## src/rtl/zero_sync_gen.sv

```systemverilog
// zero_sync_gen: turns the raw photo-interrupter zero pulse into a clean
// once-per-revolution event. The raw input is synchronised and debounced,
// rising edges of the filtered level are accepted as zero edges, and a small
// FSM tracks lock, measures the revolution period, decimates the zero flag
// and declares loss when edges stop arriving.
module zero_sync_gen #(
    parameter int unsigned DEBOUNCE_CYCLES = 16,
    parameter int unsigned ZERO_DECIM      = 8,
    parameter logic [31:0] TIMEOUT_CYCLES  = 32'd5_000_000
) (
    input  logic        clk,
    input  logic        rst_n,
    input  logic        zero_sig_in,
    input  logic        enable,
    output logic        zero_flag,
    output logic [31:0] zero_period,
    output logic        period_valid,
    output logic        zero_lost,
    output logic [15:0] rev_cnt
);

    localparam logic [15:0] DB_LAST      = 16'(DEBOUNCE_CYCLES - 1);
    localparam logic [7:0]  DECIM_LAST   = 8'(ZERO_DECIM - 1);
    localparam logic [31:0] TIMEOUT_LAST = TIMEOUT_CYCLES - 32'd1;

    typedef enum logic [1:0] {
        IDLE,
        SEEK,
        LOCK,
        LOST
    } state_t;

    // Input conditioning
    logic        sync1_q;
    logic        sync2_q;
    logic        filt_q;
    logic        filt_d;
    logic        filt_dly_q;
    logic        edge_q;
    logic [15:0] db_cnt_q;
    logic [15:0] db_cnt_d;

    // Revolution tracking
    state_t      state_q;
    logic [31:0] period_cnt_q;
    logic [31:0] period_cnt_inc;
    logic [7:0]  decim_cnt_q;
    logic [15:0] rev_cnt_q;
    logic [31:0] zero_period_q;
    logic        zero_flag_q;
    logic        period_valid_q;
    logic        zero_lost_q;
    logic        timeout_hit;
    logic        decim_wrap;

    // Debounce next state: count disagreeing cycles, adopt the new level
    // once DEBOUNCE_CYCLES of them have been seen back to back.
    always_comb begin
        filt_d   = filt_q;
        db_cnt_d = '0;
        if (sync2_q != filt_q) begin
            if (db_cnt_q == DB_LAST) begin
                filt_d   = sync2_q;
                db_cnt_d = '0;
            end else begin
                db_cnt_d = db_cnt_q + 16'd1;
            end
        end
    end

    // Synchroniser, debounce filter and registered rising-edge detect;
    // this path keeps running in every FSM state.
    always_ff @(posedge clk or negedge rst_n) begin
        if (!rst_n) begin
            sync1_q    <= 1'b0;
            sync2_q    <= 1'b0;
            filt_q     <= 1'b0;
            filt_dly_q <= 1'b0;
            edge_q     <= 1'b0;
            db_cnt_q   <= '0;
        end else begin
            sync1_q    <= zero_sig_in;
            sync2_q    <= sync1_q;
            filt_q     <= filt_d;
            db_cnt_q   <= db_cnt_d;
            filt_dly_q <= filt_q;
            edge_q     <= filt_q & ~filt_dly_q;
        end
    end

    // Period counter increment that saturates instead of wrapping, plus the
    // timeout and decimation terminal-count decodes.
    always_comb begin
        period_cnt_inc = (period_cnt_q == '1) ? period_cnt_q : period_cnt_q + 32'd1;
        timeout_hit    = (period_cnt_q == TIMEOUT_LAST);
        decim_wrap     = (decim_cnt_q == DECIM_LAST);
    end

    // Lock-tracking FSM with all outputs registered; disable overrides
    // everything and an accepted edge beats a coincident timeout.
    always_ff @(posedge clk or negedge rst_n) begin
        if (!rst_n) begin
            state_q        <= IDLE;
            period_cnt_q   <= '0;
            decim_cnt_q    <= '0;
            rev_cnt_q      <= '0;
            zero_period_q  <= '0;
            zero_flag_q    <= 1'b0;
            period_valid_q <= 1'b0;
            zero_lost_q    <= 1'b0;
        end else begin
            zero_flag_q    <= 1'b0;
            period_valid_q <= 1'b0;
            if (!enable) begin
                state_q       <= IDLE;
                period_cnt_q  <= '0;
                decim_cnt_q   <= '0;
                rev_cnt_q     <= '0;
                zero_period_q <= '0;
                zero_lost_q   <= 1'b0;
            end else begin
                case (state_q)
                    IDLE: begin
                        state_q       <= SEEK;
                        period_cnt_q  <= '0;
                        decim_cnt_q   <= '0;
                        rev_cnt_q     <= '0;
                        zero_period_q <= '0;
                        zero_lost_q   <= 1'b0;
                    end
                    SEEK, LOST: begin
                        if (edge_q) begin
                            state_q      <= LOCK;
                            zero_flag_q  <= 1'b1;
                            zero_lost_q  <= 1'b0;
                            decim_cnt_q  <= '0;
                            period_cnt_q <= '0;
                            rev_cnt_q    <= rev_cnt_q + 16'd1;
                        end else begin
                            period_cnt_q <= period_cnt_inc;
                        end
                    end
                    LOCK: begin
                        if (edge_q) begin
                            zero_period_q  <= period_cnt_q + 32'd1;
                            period_valid_q <= 1'b1;
                            period_cnt_q   <= '0;
                            rev_cnt_q      <= rev_cnt_q + 16'd1;
                            if (decim_wrap) begin
                                zero_flag_q <= 1'b1;
                                decim_cnt_q <= '0;
                            end else begin
                                decim_cnt_q <= decim_cnt_q + 8'd1;
                            end
                        end else begin
                            period_cnt_q <= period_cnt_inc;
                            if (timeout_hit) begin
                                state_q     <= LOST;
                                zero_lost_q <= 1'b1;
                            end
                        end
                    end
                    default: begin
                        state_q <= IDLE;
                    end
                endcase
            end
        end
    end

    assign zero_flag    = zero_flag_q;
    assign zero_period  = zero_period_q;
    assign period_valid = period_valid_q;
    assign zero_lost    = zero_lost_q;
    assign rev_cnt      = rev_cnt_q;

endmodule

```

## config.mk

```make
export PLATFORM = sky130hd
export DESIGN_NAME = zero_sync_gen
export DESIGN_NICKNAME = d
export VERILOG_FILES = /design/src/rtl/zero_sync_gen.sv
export SDC_FILE = /design/constraint.sdc
export NUM_CORES = 1
export LEC_CHECK = 0
export CORE_UTILIZATION = 57
export DETAILED_ROUTE_END_ITERATION = 10
export PLACE_DENSITY = 0.8
export SYNTH_ARGS = -nofsm -noshare
export SYNTH_HDL_FRONTEND = slang
export SYNTH_SLANG_ARGS = --single-unit
export TNS_END_PERCENT = 5
```

## constraint.sdc

```tcl
create_clock -name clk -period 2.58 [get_ports clk]
set_input_delay 0.516 -clock clk [delete_from_list [all_inputs] [get_ports clk]]
set_output_delay 0.516 -clock clk [all_outputs]
set_load 0.01 [all_outputs]
```

==> metrics.csv, run 1 <==
metric,value,unit
clkSinkCount,114,
die_y,97.8,um
num_vias,4227,
drt_iter0_markers,403,
synth-seq-cells,114,
fmax,0.395,GHz
reg2reg_from,period_cnt_q[1],
start_kind,flop,
syn-cell-area,5230,um2
crit_type,flop to flop,
area_growth,26.1,%
rrSetupSlack,50,ps
initial_core_util,0.594,
critPathRequiredTime,3010,ps
drtAntennaViolNets,0,
fin_crit,2530,ps
cpMostUsedCell,or3_4,
ys_async_sr_fraction,1.00,
place_inst,678,
dpl.hpwl,7670,um
tightest_slew,675,ps
violations,design-rule violations,
postCtsHoldBufs,0,
root_buffer,clkbuf_8,
crit_slowest_cell,or4_4,
clockBufferDepth,2,
arrival,2960,ps
hp-class,primary input to async pin,
routed_wl,12100,um
path_max_fanout,21,
setup_viol_count_final,0,
fin_cells,712,
power.density,663,nW/um2
drcViolationCount,12,
reg2reg_depth,7,
cts_tree,built,
core,8810,um2
avgSynthCellArea,9.98,um2
cts.clk_slew.worst_paths,60,ps
drive_above_1_share,0.113,
h-tree-depth,4,
grt_max_degree,53,
synth_top_cell_area_share,0.546,
crit_path_end_kind,flop,
grt.total_usage,0.275,
total_leakage_power,2.78,nW
slew_viol_final,0,
seq_area_frac_synth,0.546,
pin_count,55,
antenna_found_initial,0,
ys_warn_count,0,
fp-row-count,34,
whs,35.1,ps
synthTopCellsByArea,"dfrtp_1 55%, xnor2_1 5.9%, o21ai_0 5.7%, nand2_1 5.0%, xor2_1 3.7%",
place.port_buffers,54,
cts_buffers,17,
hold_viol,0,
cp_cell_sequence,ha_2 > nand3_2 > or3_4 > or3_4 > or4_4 > buf_12 > o21ai_0,
postSynthNetCount,532,
yosysTopAreaCell,dfrtp_1,
synth_commonest_cells,"114 x dfrtp_1, 69 x nand2_1, 60 x o21ai_0",
grt_overflow_total,0,
ys.flop_type,dfrtp_1,
maxCapViolCount,0,
n_antenna_cell,0,
fin_crit_sh,0.982,
synth_edf_count,0,
syn_inst,524,
max_stage_delay,610,ps
clock_latency,510,ps
grt_pass1_wl,20600,um
synth_cell_types,46,
status,"complete, but fails checks",
worst_r2r_endpoint,period_cnt_q[16],
grt_pass1_vias,4268,
viasPerCell,5.94,
fin_nets,600,
ir_drop,0.382,mV
die_area,9560,um2
gp_congestion,0.905,
die_x,97.8,um
fin_worst_skew,9.73,ps
dr.pass1.iters,8,
relSlewSlack,0.550,
synth_most_common_cell,dfrtp_1,
wire_per_inst,17.1,um
==> worst max-delay path, delay by kind of cell (launching register included) <==
family / cells / cell delay (ps)
adder cells (fa/ha/maj): 1 / 220
AND/OR/NAND/NOR: 4 / 1560
AO/OA/AOI/OAI: 1 / 90
flip-flops: 1 / 390
buffers and inverters: 1 / 190
==> sequential cells by signal, indices dropped and copies added, names as in the netlist, 2 cells and up <==
| register | cells |
|---|---|
| period_cnt_q | 32 |
| zero_period | 32 |
| state_q | 2 |
| rev_cnt | 16 |
| db_cnt_q | 16 |
| decim_cnt_q | 8 |
==> layer usage <==
| metal | GRT usage | share of wire | vias up |
|---|---|---|---|
| met2 | 0.446 | 0.50 | 176 |
| li1 | - | - | 1974 |
| met3 | 0.0759 | 0.058 | 30 |
| met4 | 0.0874 | 0.019 | 0 |
| met5 | 0 | 0 | - |
| met1 | 0.361 | 0.43 | 2047 |
==> cell type report <==
cell class                 count  area [um2]
sequential                   114        2850
tap                          108         135
multi-input combinational    375        2230
fill                         587        2220
timing repair buffer          72         698
clock inverter                 9         153
inverter                      12        45.0
clock buffer                  22         473
==> power breakdown <==
group / leakage [nW] / switching (mW) / internal, mW / total [mW]
logic: 0.894 / 0.0745 / 0.0237 / 0.0982
clock network: 0.299 / 0.806 / 1.66 / 2.47
registers: 1.58 / 0.00674 / 1.80 / 1.80
==> layout by cell type (no fill, tap or decap), types with 16 or more instances in the layout <==
| master | instances |
|---|---|
| dfrtp_1 | 114 |
| nand2_1 | 69 |
| o21ai_0 | 59 |
| clkdlybuf4s50_1 | 53 |
| nor2_1 | 40 |
| xnor2_1 | 35 |
| xor2_1 | 22 |
| nand3_1 | 22 |
| nor4_1 | 18 |
| buf_4 | 17 |
| nand4_1 | 16 |
| clkbuf_16 | 16 |
==> what timing repair did <==
item                                   in CTS  in global routing
setup endpoints to repair                   0                 16
buffers inserted                            0                  3
endpoints found under the hold margin       0                  0
resized for setup                           0                  2
==> cell families after synthesis <==
family          share of synthesized area
compound gates                      0.103
xor+xnor                           0.0955
fa+ha+maj                         0.00957
buf+inv                            0.0285
flops                               0.546
mux                               0.00790
simple gates                        0.209
==> worst max path at each step <==
stage,startpoint,to,slack [ps],cells after the start
2_1_floorplan,period_cnt_q[0],period_cnt_q[22],200,8
3_3_place_gp,period_cnt_q[1],period_cnt_q[10],170,7
3_5_place_dp,period_cnt_q[1],period_cnt_q[16],70,7
4_1_cts,period_cnt_q[1],period_cnt_q[16],50,7
5_1_grt,period_cnt_q[1],period_cnt_q[16],-0.9,7
6_report,period_cnt_q[1],period_cnt_q[16],50,7
==> per-stage QoR <==
| stage | instance area [um2] | power, mW | worst slack [ps] | TNS (ps) | utilization |
|---|---|---|---|---|---|
| finish | 6590 | 4.37 | 47.5 | 0 | 0.748 |
| global route | 6590 | 4.49 | -0.940 | -0.940 | 0.748 |
| CTS | 6560 | 4.39 | 46.0 | 0 | 0.745 |
| detailed placement | 5930 | 1.93 | 72.2 | 0 | 0.674 |
| global placement | 5930 | 1.93 | 172 | 0 | 0.674 |
| floorplan | 5230 | 1.87 | 204 | 0 | - |
Power figures use the tool's default switching activity.
==> run 2, diff against run 1 <==
Settings changed: CELL_PAD_IN_SITES_DETAIL_PLACEMENT from default to 1, CELL_PAD_IN_SITES_GLOBAL_PLACEMENT from default to 2, CORE_UTILIZATION 57 to 36, PLACE_DENSITY 0.8 to default, PLACE_DENSITY_LB_ADDON from default to 0.1.
==> run 2 against run 1 <==
  * The run now ends clean
  * Clock skew increased by 4.1 ps
  * Hold slack improved by 320 ps
  * Wire length increased by 11%
==> metrics.csv, run 2 (synthesis results as in run 1) <==
metric,value,unit,change
grt_max_degree,66,,was 53
place_ws,55.1,ps,was 72.2 ps
power.density,664,nW/um2,was 663 nW/um2
routed_wl,13400,um,was 12100 um
grt_overflow_total,0,,unchanged
tightest_slew,566,ps,was 675 ps
fp-row-count,43,,was 34
hp-class,flop to flop,,was primary input to async pin
area_growth,29.8,%,was 26.1%
drt_iter0_markers,227,,was 403
n_antenna_cell,0,,unchanged
total_leakage_power,2.84,nW,was 2.78 nW
pin_count,55,,unchanged
antenna_found_initial,0,,unchanged
slew_viol_final,0,,unchanged
mostFrequentLayoutCell,dfrtp_1,,unchanged
start_kind,flop,,unchanged
clkSinkCount,114,,unchanged
cp_cell_sequence,ha_2 > nand3_2 > or3_1 > or3_4 > or4_4 > buf_12 > o21ai_0,,was ha_2 > nand3_2 > or3_4 > or3_4 > or4_4 > buf_12 > o21ai_0
cts_tree,built,,unchanged
fmax,0.400,GHz,was 0.395 GHz
status,"complete, no violations",,"was complete, but fails checks"
die_y,123,um,was 97.8 um
cts.clk_slew.worst_paths,50,ps,was 60 ps
rsz0062_at_grt,no,,
drcViolationCount,0,,was 12
die_x,123,um,was 97.8 um
num_vias,4165,,was 4227
setup_viol_count_final,0,,unchanged
max_stage_delay,630,ps,was 610 ps
fin_crit_sh,0.968,,was 0.982
cts_buffers,17,,unchanged
crit_family,simple AND/OR/NAND/NOR gates,,unchanged
maxCapViolCount,0,,unchanged
die_area,15000,um2,was 9560 um2
grt_pass1_vias,4340,,was 4268
min_from,sync1_q,,
cp_num_buf_inv,1,,unchanged
final_cell_mix,"114 x dfrtp_1, 69 x nand2_1, 59 x o21ai_0",,unchanged
relSlewSlack,0.621,,was 0.550
n_fill_cell,1547,,was 587
grt.total_usage,0.197,,was 0.275
drtAntennaViolNets,0,,unchanged
fin_nets,609,,was 600
crit_slowest_cell,or4_4,,unchanged
grt_pass1_wl,22500,um,was 20600 um
wire_per_inst,16.9,um,was 17.1 um
finalPower,4.50,mW,was 4.37 mW
crit_type,flop to flop,,unchanged
cp-startpoint,period_cnt_q[1],,unchanged
clockBufferDepth,2,,unchanged
final_util,0.483,,was 0.748
critPathRequiredTime,2900,ps,was 3010 ps
crit_path_end_kind,flop,,unchanged
fin_crit,2500,ps,was 2530 ps
seq_area,2850,um2,unchanged
layout_setup_ws,82.3,ps,was 47.5 ps
dr.pass1.iters,4,,was 8
gp_congestion,0.786,,was 0.905
core,14000,um2,was 8810 um2
dpl.hpwl,8840,um,was 7670 um
hold_viol,0,,unchanged
path_max_fanout,13,,was 21
fin_worst_skew,13.8,ps,was 9.73 ps
viasPerCell,5.25,,was 5.94
h-tree-depth,4,,unchanged
drive_above_1_share,0.122,,was 0.113
place.port_buffers,54,,unchanged
reg2reg_from,period_cnt_q[1],,unchanged
multi_input_area,2240,um2,was 2230 um2
initial_core_util,0.372,,was 0.594
final.setup.tns,0,ps,unchanged
clock_latency,420,ps,was 510 ps
ir_drop,0.404,mV,was 0.382 mV
arrival,2820,ps,was 2960 ps
root_buffer,clkbuf_16,,was clkbuf_8
-- run 2: worst register-to-register path: stages, from the launching register on --
cell     delay [ps]
dfrtp_1         380
ha_2            220
nand3_2          80
or3_1           390
or3_4           440
or4_4           630
buf_12          190
o21ai_0          90
-- run 2: area by class of cell --
type,count,share of cell area
multi-input cells,376,0.330
clock buffers,22,0.0699
well taps,180,0.0332
clock inverters,10,0.0264
flip-flops and latches,114,0.420
inverters,12,0.00664
repair buffers,80,0.114
-- run 2: repair_timing --
action                                  4_1_cts  5_1_grt
endpoints found under the setup margin        0        5
endpoints found under the hold margin         7        0
setup buffers                                 0        3
hold buffers                                  1        0
resized for setup                             0        1
-- run 2: final timing paths --
path,end,depth (start not counted),slack (ps)
setup / recovery,period_cnt_q[15],7,80
hold / removal,sync2_q,0,350
setup reg to reg,period_cnt_q[15],7,80
hold reg to reg,sync2_q,0,350
max in group asynchronous,rev_cnt[11],3,1500
min in group asynchronous,zero_lost,2,480
-- run 2: layer usage --
| layer | wire, um | vias to the layer above | GRT usage |
|---|---|---|---|
| met5 | 0 | - | 0 |
| met4 | 124 | 0 | 0.0617 |
| met3 | 347 | 11 | 0.0511 |
| met2 | 6370 | 53 | 0.304 |
| met1 | 6580 | 2112 | 0.269 |
| li1 | - | 1989 | - |
-- run 2: where the power goes --
group	leakage (nW)	total (mW)	switching (mW)	internal, mW
Combinational	0.936	0.106	0.0784	0.0275
Clock	0.324	2.59	0.810	1.78
Sequential	1.58	1.80	0.00623	1.80
-- run 2: through the flow --
step           instances  hold slack, ps  instance area [um2]
6_report             794             355                 6790
4_1_cts              790             346                 6750
5_1_grt              794             374                 6790
2_1_floorplan        524             220                 5230
3_5_place_dp         757             338                 6090
3_3_place_gp         757             337                 6090
==> run 3, diff against run 2 <==
Settings changed: GPL_TIMING_DRIVEN from default to 0.
==> run 3 against run 2 <==
  * Clock skew down 1.2 ps
  * Design area down 0.83%
  * Via count down 1.1%
  * Setup slack better by 20 ps
  * First-iteration DRC count down 7.5%
  * Die area unchanged
  * Global-route usage up 0.12 points
  * Non-clock buffer count unchanged
  * Largest power group unchanged
  * Sequential share of layout area up 0.39 points
  * Wire length down 1.8%
  * Final cell count down 0.13%
  * Fmax up 0.81%
==> metrics.csv, run 3 (synthesis results as in run 1) <==
metric,value,unit,change
status,"complete, no violations",,unchanged
finalInstanceArea,6730,um2,was 6790 um2
path_max_fanout,10,,was 13
placed_area,6020,um2,was 6090 um2
antenna_found_initial,0,,unchanged
slew_viol_final,0,,unchanged
num_vias,4118,,was 4165
area_growth,28.7,%,was 29.8%
total_leakage_power,2.75,nW,was 2.84 nW
arrival,2820,ps,about the same
mostFrequentLayoutCell,dfrtp_1,,unchanged
layout_setup_ws,102,ps,was 82.3 ps
core,14000,um2,unchanged
die_x,123,um,unchanged
cts_buffers,17,,unchanged
power.density,668,nW/um2,was 664 nW/um2
fin_worst_skew,12.6,ps,was 13.8 ps
root_buffer,clkbuf_16,,unchanged
viasPerCell,5.19,,was 5.25
drcViolationCount,0,,unchanged
pin_count,55,,unchanged
whs,79.9,ps,was 355 ps
hp-class,primary input to async pin,,was flop to flop
clock_latency,420,ps,about the same
dr.pass1.iters,4,,unchanged
gp_congestion,0.796,,was 0.786
grt.total_usage,0.198,,was 0.197
place_ws,-323,ps,was 55.1 ps
fin_crit_sh,0.960,,was 0.968
reg2reg_depth,8,,was 7
grt_pass1_wl,22500,um,unchanged
fin_nets,608,,was 609
h-tree-depth,4,,unchanged
ir_drop,0.474,mV,was 0.404 mV
routed_wl,13200,um,was 13400 um
wire_per_inst,16.6,um,was 16.9 um
finalPower,4.49,mW,was 4.50 mW
rsz0062_at_grt,no,,unchanged
n_antenna_cell,0,,unchanged
die_area,15000,um2,unchanged
fmax,0.404,GHz,was 0.400 GHz
cts.clk_slew.worst_paths,60,ps,was 50 ps
seq_area,2860,um2,was 2850 um2
drt_iter0_markers,210,,was 227
grt_pass1_vias,4306,,was 4340
initial_core_util,0.372,,unchanged
fp-row-count,43,,unchanged
worst_r2r_endpoint,period_cnt_q[25],,was period_cnt_q[15]
drtAntennaViolNets,0,,unchanged
tightest_slew,744,ps,was 566 ps
relSlewSlack,0.500,,was 0.621
cp_num_buf_inv,2,,was 1
grt_max_degree,59,,was 66
dpl.hpwl,9040,um,was 8840 um
multi_input_area,2260,um2,was 2240 um2
crit_type,flop to flop,,unchanged
crit_slowest_cell,or4_4,,unchanged
reg2reg_from,period_cnt_q[0],,was period_cnt_q[1]
clockBufferDepth,2,,unchanged
final_cell_mix,"112 x dfrtp_1, 69 x nand2_1, 60 x o21ai_0",,"was 114 x dfrtp_1, 69 x nand2_1, 59 x o21ai_0"
setup_viol_count_final,0,,unchanged
clkSinkCount,114,,unchanged
place.port_buffers,54,,unchanged
n_fill_cell,1561,,was 1547
hold_viol,0,,unchanged
maxCapViolCount,0,,unchanged
start_kind,flop,,unchanged
fin_crit,2480,ps,was 2500 ps
crit_path_end_kind,flop,,unchanged
rrSetupSlack,100,ps,was 80 ps
die_y,123,um,unchanged
grt_overflow_total,0,,unchanged
max_stage_delay,500,ps,was 630 ps
cts_tree,built,,unchanged
crit_family,simple AND/OR/NAND/NOR gates,,unchanged
cp_cell_sequence,ha_4 > nand3_4 > or3_4 > or3_4 > or4_4 > buf_6 > buf_6 > o21ai_2,,was ha_2 > nand3_2 > or3_1 > or3_4 > or4_4 > buf_12 > o21ai_0
drive_above_1_share,0.103,,was 0.122
critPathRequiredTime,2930,ps,was 2900 ps
[run 3: cell count changes in the layout (fill, tap and decap cells not counted), sizes merged]
cell         previous run  this run
buf                    26         8
clkbuf                 22        38
clkinvlp                0         3
dlygate4sd3             1         0
or4                     4         3
[run 3: layout make-up]
class / count / area share
buffer: 23 / 0.0156
clock buffer: 19 / 0.0658
clock inverter: 13 / 0.0310
inverter: 12 / 0.00669
multi-input combinational: 375 / 0.336
sequential: 114 / 0.424
tap: 180 / 0.0335
timing repair buffer: 57 / 0.0868
[run 3: power by group]
group	leakage (nW)	internal [mW]	switching, mW
sequential	1.58	1.80	0.00807
clock	0.309	1.74	0.850
combinational	0.865	0.0238	0.0776
total	2.75	3.56	0.936
[run 3: worst max path at each step]
stage / startpoint / to / slack [ps] / depth (start not counted)
after floorplan: period_cnt_q[0] / period_cnt_q[22] / 200 / 8
after global placement: rst_n / db_cnt_q[14] / -3660 / 1
after detailed placement: enable / period_cnt_q[12] / -320 / 7
after CTS: period_cnt_q[0] / period_cnt_q[27] / 10 / 8
after global routing: period_cnt_q[2] / zero_period[29] / 6 / 6
final: period_cnt_q[0] / period_cnt_q[25] / 100 / 8
[run 3: stage by stage]
stage	util	cells	setup TNS, ps
after floorplan	-	524	0
after global placement	0.427	758	-423590
after detailed placement	0.429	759	-7580
after CTS	0.476	791	0
after global routing	0.479	793	0
final	0.479	793	0
[run 3: per-layer routing]
metal,GRT usage,vias up,routed length (um)
li1,-,1987,-
met1,0.270,2064,6450
met2,0.307,56,6270
met3,0.0451,11,308
met4,0.0709,0,149
met5,0,-,0
[run 3: what timing repair did]
| item | 4_1_cts | 5_1_grt |
|---|---|---|
| setup endpoints to repair | 24 | 22 |
| gates resized for setup | 5 | 5 |
| pin swaps | 0 | 0 |
| buffers inserted | 0 | 2 |
| hold buffers | 0 | 0 |
